--- src/rtl/lcd_pkg.sv ---
// Shared types and constants for the HD44780-class 8-bit bus engine:
// state encoding, init ROM, command bytes and the long-execution predicate.
package lcd_pkg;

    typedef enum logic [3:0] {
        ST_POWERUP   = 4'd0,
        ST_INIT_LOAD = 4'd1,
        ST_SETUP     = 4'd2,
        ST_PULSE     = 4'd3,
        ST_HOLD      = 4'd4,
        ST_WAIT      = 4'd5,
        ST_IDLE      = 4'd6
    } lcd_state_e;

    localparam logic [7:0] LCD_CLEAR     = 8'h01;
    localparam logic [7:0] LCD_HOME      = 8'h02;
    localparam logic [7:0] LCD_FUNC_8B2L = 8'h38;
    localparam logic [7:0] LCD_DISP_ON   = 8'h0C;
    localparam logic [7:0] LCD_ENTRY_INC = 8'h06;

    localparam int         INIT_LEN  = 6;
    localparam logic [2:0] INIT_LAST = 3'(INIT_LEN - 1);

    // Function set is written three times, as the controller's reset-by-instruction requires.
    function automatic logic [7:0] init_rom(input logic [2:0] idx);
        case (idx)
            3'd0, 3'd1, 3'd2: return LCD_FUNC_8B2L;
            3'd3:             return LCD_DISP_ON;
            3'd4:             return LCD_CLEAR;
            3'd5:             return LCD_ENTRY_INC;
            default:          return 8'h00;
        endcase
    endfunction

    // Clear and return-home (0x02, and its 0x03 alias) need the long execution wait.
    function automatic logic is_long_cmd(input logic rs, input logic [7:0] data);
        return !rs && (data == LCD_CLEAR || data == LCD_HOME || data == 8'h03);
    endfunction

    function automatic int max_int(input int a, input int b);
        return (a > b) ? a : b;
    endfunction

endpackage

--- src/rtl/lcd_delay_counter.sv ---
// Loadable down-counter: 'load' captures 'value', then it counts down and
// holds at zero; 'done' is high while the count is zero.
module lcd_delay_counter #(
    parameter int             W       = 8,
    parameter logic [W-1:0]   RST_VAL = '0
) (
    input  logic         clk,
    input  logic         rst,
    input  logic         load,
    input  logic [W-1:0] value,
    output logic         done
);

    logic [W-1:0] count;

    always_ff @(posedge clk) begin
        if (rst) begin
            count <= RST_VAL;
        end else if (load) begin
            count <= value;
        end else if (count != '0) begin
            count <= count - W'(1);
        end
    end

    assign done = (count == '0);

endmodule

--- src/rtl/lcd_bus_if.sv ---
// HD44780-class 8-bit write-only bus engine: runs the power-up init sequence,
// then writes one upstream byte at a time with setup/pulse/hold/exec timing.
module lcd_bus_if
    import lcd_pkg::*;
#(
    parameter int T_POWERUP   = 4_000_000,
    parameter int T_SETUP     = 4,
    parameter int T_PULSE     = 50,
    parameter int T_HOLD      = 2,
    parameter int T_EXEC      = 4000,
    parameter int T_EXEC_LONG = 164_000
) (
    input  logic       clk,
    input  logic       rstBt,
    input  logic       in_valid,
    output logic       in_ready,
    input  logic       in_rs,
    input  logic [7:0] in_data,
    output logic       init_done,
    output logic [7:0] LCD,
    output logic       RS,
    output logic       RW,
    output logic       en,
    output logic [3:0] dbg_state
);

    // Handshake: a byte transfers on any rising edge where in_valid && in_ready;
    // in_ready is registered, high only in IDLE, and in_valid is ignored elsewhere.

    localparam int MAX_T = max_int(max_int(max_int(T_POWERUP, T_SETUP), max_int(T_PULSE, T_HOLD)),
                                   max_int(T_EXEC, T_EXEC_LONG));
    localparam int CW    = (MAX_T > 1) ? $clog2(MAX_T) : 1;

    localparam logic [CW-1:0] C_POWERUP   = CW'(T_POWERUP - 1);
    localparam logic [CW-1:0] C_SETUP     = CW'(T_SETUP - 1);
    localparam logic [CW-1:0] C_PULSE     = CW'(T_PULSE - 1);
    localparam logic [CW-1:0] C_HOLD      = CW'(T_HOLD - 1);
    localparam logic [CW-1:0] C_EXEC      = CW'(T_EXEC - 1);
    localparam logic [CW-1:0] C_EXEC_LONG = CW'(T_EXEC_LONG - 1);

    lcd_state_e    state, next_state;
    logic [2:0]    init_idx;
    logic          cnt_load;
    logic [CW-1:0] cnt_value;
    logic          cnt_done;
    logic          accept;

    assign accept    = (state == ST_IDLE) && in_valid && in_ready;
    assign RW        = 1'b0;
    assign dbg_state = state;

    // Reset preloads the POWERUP count, so POWERUP needs no entry load.
    lcd_delay_counter #(
        .W       (CW),
        .RST_VAL (C_POWERUP)
    ) u_delay (
        .clk   (clk),
        .rst   (rstBt),
        .load  (cnt_load),
        .value (cnt_value),
        .done  (cnt_done)
    );

    always_comb begin
        next_state = state;
        cnt_load   = 1'b0;
        cnt_value  = '0;
        case (state)
            ST_POWERUP: begin
                if (cnt_done) next_state = ST_INIT_LOAD;
            end
            ST_INIT_LOAD: begin
                next_state = ST_SETUP;
                cnt_load   = 1'b1;
                cnt_value  = C_SETUP;
            end
            ST_SETUP: begin
                if (cnt_done) begin
                    next_state = ST_PULSE;
                    cnt_load   = 1'b1;
                    cnt_value  = C_PULSE;
                end
            end
            ST_PULSE: begin
                if (cnt_done) begin
                    next_state = ST_HOLD;
                    cnt_load   = 1'b1;
                    cnt_value  = C_HOLD;
                end
            end
            ST_HOLD: begin
                if (cnt_done) begin
                    next_state = ST_WAIT;
                    cnt_load   = 1'b1;
                    cnt_value  = is_long_cmd(RS, LCD) ? C_EXEC_LONG : C_EXEC;
                end
            end
            ST_WAIT: begin
                if (cnt_done) begin
                    next_state = (!init_done && init_idx < INIT_LAST) ? ST_INIT_LOAD : ST_IDLE;
                end
            end
            ST_IDLE: begin
                if (accept) begin
                    next_state = ST_SETUP;
                    cnt_load   = 1'b1;
                    cnt_value  = C_SETUP;
                end
            end
            default: next_state = ST_POWERUP;
        endcase
    end

    // en and in_ready are decoded from next_state so both are clean register outputs.
    always_ff @(posedge clk) begin
        if (rstBt) begin
            state     <= ST_POWERUP;
            en        <= 1'b0;
            in_ready  <= 1'b0;
            init_done <= 1'b0;
            init_idx  <= 3'd0;
            RS        <= 1'b0;
            LCD       <= 8'h00;
        end else begin
            state    <= next_state;
            en       <= (next_state == ST_PULSE);
            in_ready <= (next_state == ST_IDLE);
            if (state == ST_INIT_LOAD) begin
                RS  <= 1'b0;
                LCD <= init_rom(init_idx);
            end
            if (accept) begin
                RS  <= in_rs;
                LCD <= in_data;
            end
            if (state == ST_WAIT && cnt_done && !init_done) begin
                if (init_idx < INIT_LAST) init_idx  <= init_idx + 3'd1;
                else                      init_done <= 1'b1;
            end
        end
    end

endmodule

--- config.mk ---
export PLATFORM = sky130hd
export DESIGN_NAME = lcd_bus_if
export DESIGN_NICKNAME = d
export VERILOG_FILES = /design/src/rtl/lcd_pkg.sv /design/src/rtl/lcd_delay_counter.sv /design/src/rtl/lcd_bus_if.sv
export SDC_FILE = /design/constraint.sdc
export NUM_CORES = 1
export LEC_CHECK = 0
export CORE_ASPECT_RATIO = 0.5
export CORE_MARGIN = 5
export CORE_UTILIZATION = 35
export DETAILED_ROUTE_END_ITERATION = 12
export PLACE_DENSITY_LB_ADDON = 0.15
export SLEW_MARGIN = 20
export SYNTH_ARGS = -nofsm -noshare
export SYNTH_HDL_FRONTEND = slang
export SYNTH_SLANG_ARGS = --single-unit
--- constraint.sdc ---
create_clock -name clk -period 1.75 [get_ports clk]
set_input_delay 0.2625 -clock clk [delete_from_list [all_inputs] [get_ports clk]]
set_output_delay 0.2625 -clock clk [all_outputs]
set_load 0.005 [all_outputs]
# Yosys cells after proc, flatten, opt, wreduce, memory -nomap -nowiden
# Cells that the tools add are included.
[totals]
ff_bits = 41
latch_bits = 0
ramBits = 0
mem_bits_ro = 0
in_bits = 12
output_inout_bits = 17
word_cells = 72
n_memories = 0
[op_classes]
n_addsub = 2
multipliers = 0
div = 0
order_cmp = 1
n_eq_ne = 16
n_shift = 0
muxes = 24
bitwise_logic = 1
reduce_logical = 20
[op_table]
columns = ["op", "n"]
rows = [
  ["18-bit case mux with 5 select lines", 1],
  ["22-bit 2-to-1 mux", 2],
  ["18-bit 2-to-1 mux", 2],
  ["4-bit case mux with 7 select lines", 1],
  ["4-bit 2-to-1 mux", 6],
  ["6-bit case mux with 4 select lines", 1],
  ["22-bit logical NOT", 1],
  ["22-bit nonzero test", 1],
  ["22-bit by 1-bit subtractor with 22-bit output, second input constant", 1],
  ["4-bit by 3-bit == test with 1-bit output, second input constant", 4],
  ["8-bit by 2-bit == test with 1-bit output, second input constant", 2],
  ["8-bit 2-to-1 mux", 2],
  ["4-bit by 2-bit == test with 1-bit output, second input constant", 3],
  ["8-bit by 1-bit == test with 1-bit output, second input constant", 1],
  ["3-bit by 2-bit == test with 1-bit output, second input constant", 2],
  ["3-bit == test, second input constant", 2],
  ["1-bit logical AND", 6],
  ["6-bit 2-to-1 mux", 1],
  ["3-bit OR reduction", 2],
  ["1-bit 2-to-1 mux", 5],
  ["4-bit by 1-bit == test with 1-bit output, second input constant", 1],
  ["4-bit logical NOT", 1],
  ["2-bit AND reduction", 2],
  ["2-bit nonzero test", 2],
  ["10 further kinds", 12],
]

# Depth between registers and ports, before layout
[logic_depth]
ltp_word = 8
ltp_mapped = 9
ltp_nobuf = 7

# Modules after synthesis
# A second synthesis with hierarchy kept.
[hier_totals]
cells_unflattened = 277
area_unflattened_um2 = 2398.6
[by_module_without_submodules]
columns = ["module", "n_inst", "cells_per_inst", "area_each_um2", "seq_area_each_um2"]
rows = [
  ["lcd_delay_counter", 1, 144, 1275.0, 440.4],
  ["lcd_bus_if", 1, 133, 1123.6, 380.4],
]

# Worst setup path after synthesis
# Ideal clock, no wire load.
[synth_path]
kind = "register to register"
start = "register u_delay.count[0]"
end = "register u_delay.count[17]"
setup_ns = 0.121
arrival_time_ns = 1.806
required_time_ns = 1.629
slack_ns = -0.176
path_stages_with_launch = 8
n_path_buf = 2
period_less_slack_ns = 1.926
cell_sequence = "dfxtp_1 or4_1 buf_2 or3_1 buf_2 o31a_1 o21ai_1 a21oi_1"
[synth_via]
elab_chain_len = 4
word_cells_on_any_way = 10
cone_classes = "add/sub (1); mux (6); reduce/logical (3)"
[synth_rtl]
columns = ["item", "line_no", "source"]
rows = [
  ["start, declared", "lcd_delay_counter.sv:14", "logic [W-1:0] count;"],
  ["start signal, assigned", "lcd_delay_counter.sv:20", "count <= value;"],
  ["start signal, assigned", "lcd_delay_counter.sv:22", "count <= count - W'(1);"],
  ["parallel branches: the longest is 4 deep, another holds 22-bit by 1-bit subtractor with 22-bit output", "n/a", ""],
]
# Parallel ways; which one is timed is not known. The select of a mux whose other input is x is not followed.
# A chain may end at the register's enable or synchronous reset.

# Worst setup path after layout
[layout_path]
start = "register u_delay.count[0]"
end = "register u_delay.count[10]"
# The elaborated chain is that of the path after synthesis.

==> metrics.md <==
| Metric | Value |
|---|---|
| Worst endpoint required time | 1.98 ns |
| Max FO, Critical Path | 4 |
| Leading area contributor after synthesis | dfxtp_1 |
| Post-Route M1 WL | 3.50 mm |
| Remaining DRCs | 0 |
| Antenna cell count | 0 |
| Final worst slack | -0.166 ns |
| Post-DP Area | 3270 um^2 |
| Antenna-violating nets left | 0 |
| Slew HR | 0.627 |
| Critical path launch point type | flop |
| P&R area growth vs syn | 62.6% |
| Worst-Margin Slew | 0.558 ns |
| Largest net degree at the start of global routing | 14 |
| Leak | 1.46 nW |
| Root Driver | clkbuf_16 |
| Core ar. | 6650 um^2 |
| Warnings from Yosys | 0 |
| Compound-cell area share of the yosys netlist | 0.191 |
| Worst-skew pair later-pin latency | 0.29 ns |
| Run status | finished, violations left |
| Vias post-DR | 2457 |
| # IOs | 29 |
| Total GRT Usage | 0.176 |
| CTS sink count | 41 |
| Peak supply drop | 0.000500 V |
| Initial antenna violation count | 0 |
| Initial Util | 0.357 |
| Instance count of the mapped netlist | 284 |
| Simple-gate share of the synthesized area | 0.309 |
| Ratio of cells with drive above 1 in the final layout | 0.407 |
| Met3 Wirelength | 285 um |
| Die Y | 68.2 um |
| Input/output buffers | 27 |
| Largest family of logic cells by synthesized area | simple AND/OR/NAND/NOR gates |
| Critical Path End Type | flop |
| Clk slew on worst S/H paths | 0.06 ns |
| Drt wl/cell | 15.0 um |
| F_max | 0.522 GHz |
| H-tree levels | 2 |
| Nets@finish | 405 |
| Drt via density | 5.14 |
| Post-Place Setup Slack | -0.214 ns |
| First-pass GRT wire length | 11.9 mm |
| Placer Congestion | 0.853 |
| Slowest CP cell | or4b_4 |
| Most frequent cell after synthesis | dfxtp_1 |
| Final hold slack | 0.502 ns |
| Tmin final | 1.92 ns |
| #FFs+latches synth | 41 |
| Total Power | 2.01 mW |
| Post-synthesis mux area share | 0.0127 |
| Starting DRT DRC Count | 124 |
| Arrival @ worst endpoint | 2.14 ns |
| Max Cap Violations | 0 |
| Pwr dens | 520 nW/um^2 |
| Distinct cells, synth | 54 |
| Sequential element share of the synthesized area | 0.346 |
| Row cnt | 21 |
| Final WL | 7.16 mm |
| Failing checks | negative setup slack |
| Synth Cell Area | 2370 um^2 |
| CTS tree | built |
| RSZ-0062 raised after global routing | yes |
| Pre-Repair DR Iteration Count | 4 |
| Fin. max-slew vios | 0 |
| Synth top area cells | dfxtp_1, xnor2_1, nor3_1, ha_1, nor2_1 |
| Xor/xnor share of the synthesized area | 0.0627 |
| Max Buffers Root-to-Sink | 2 |
| Crit path kind | flop to flop |
| Primary FF master, synth | dfxtp_1 |
| DP HPWL | 5.19 mm |
| Total of fill cells in the finished design | 567 |
| Setup-failing EPs final | 28 |
| Layout Cell Area excl Fill | 3860 um^2 |
| Gr ovfl total | 0 |
| Post-synth EDFFs | 0 |
| Clock skew | 0.00485 ns |
| Syn avg cell area | 8.36 um^2 |
| Fin. Hold Viols | 0 |
| Synth Area in Adders | 0.0369 |
| CTS Buf Count | 5 |
| Async S/R FF share, synth | 0 |
| Share of the synthesized area in the top cell type | 0.346 |
| Top layer in use | met4 |
| Worst-path cell chain | inv_4 -> ha_4 -> or4b_4 -> buf_4 -> buf_6 -> nor4_4 -> xor2_1 -> nand2_1 -> a21oi_2 |
| Top cells by count, synth | dfxtp_1, nor2_1, nor3_1, nand2_1, a21oi_1 |
| Die W | 126 um |
| Final Cycle Share | 1.09 |
| Hold WC Path Type | flop to flop |
| CP max stage delay | 0.50 ns |
| Met2 WL | 3.27 mm |
| Die area | 8630 um^2 |
| Vias in the first global route | 2402 |
| CTS Hold Buffers Added | 0 |
==> kinds of logic (layout without fill, tap and decap cells) <==
logic type      count (synthesis)  in the layout
simple gates                  123            123
mux                             3              3
buf+inv                        23            124
other cells                     1              2
fa+ha+maj                       7              7
flops                          41             41
xor+xnor                       17             17
compound gates                 69             69
==> registers in the layout, summed over array words and instances, names as in the netlist <==
name           count
RS                 1
in_ready           1
init_idx           3
LCD                8
dbg_state          4
u_delay.count     22
en                 1
init_done          1
==> worst max-delay path: cells and delay by family, from the launching register on <==
| kind | cells | cell delay, ns |
|---|---|---|
| flip-flops | 1 | 0.35 |
| XOR/XNOR | 1 | 0.19 |
| buffers and inverters | 3 | 0.35 |
| AND/OR/NAND/NOR | 3 | 0.74 |
| AO/OA/AOI/OAI | 1 | 0.11 |
| adder cells (fa/ha/maj) | 1 | 0.13 |
==> metrics by stage <==
stage / TNS, ns / utilization / cells
3_3_place_gp: -3.23 / 0.491 / 456
3_5_place_dp: -3.72 / 0.491 / 456
6_report: -2.36 / 0.581 / 478
5_1_grt: -4.79 / 0.581 / 478
4_1_cts: -1.62 / 0.560 / 472
2_1_floorplan: -0.785 / - / 285
==> layout make-up <==
| cell class | count | area [um^2] | share of cell area |
|---|---|---|---|
| Sequential cell | 41 | 836 | 0.217 |
| Tap cell | 92 | 115 | 0.0298 |
| Inverter | 6 | 27.5 | 0.00713 |
| Multi-Input combinational cell | 221 | 1750 | 0.454 |
| Timing Repair Buffer | 111 | 987 | 0.256 |
| Clock buffer | 7 | 143 | 0.0370 |
==> cell usage in the layout, fill, tap and decap left out, drive strengths merged, types with 4 or more instances in the layout <==
cell type and count:
nor4 10, inv 6, dfxtp 41, xnor2 13
a21oi 16, or4b 4, a211oi 6, nand2b 9
clkbuf 7, nor2b 4, ha 7, nor2 23
nand4 6, buf 84, a21o 6, and3 5
nand2 18, clkdlybuf4s50 27, o21ai 16, or3 9
xor2 4, nor3 21
==> report_power, final <==
group          internal [mW]  total (mW)  switching [mW]
Combinational         0.0788       0.131          0.0520
Sequential             0.940       0.951          0.0108
Clock                  0.560       0.926           0.366
==> worst paths after layout <==
kind,start,end,cells after the start,slack (ns)
setup / recovery,u_delay.count[0],u_delay.count[10],9,-0.17
hold / removal,LCD[1],LCD[1],2,0.50
setup reg to reg,u_delay.count[0],u_delay.count[10],9,-0.17
hold reg to reg,LCD[1],LCD[1],2,0.50
==> layer usage <==
layer / track usage / vias to the layer above
met5: 0 / -
met2: 0.299 / 40
met3: 0.0452 / 12
met4: 0.0588 / 0
li1: - / 1244
met1: 0.220 / 1161
==> what timing repair did <==
| item | 4_1_cts | 5_1_grt |
|---|---|---|
| gates resized for setup | 57 | 25 |
| pin swaps | 27 | 17 |
| setup endpoints to repair | 33 | 36 |
| buffers inserted | 9 | 7 |
Power figures use the tool's default switching activity.
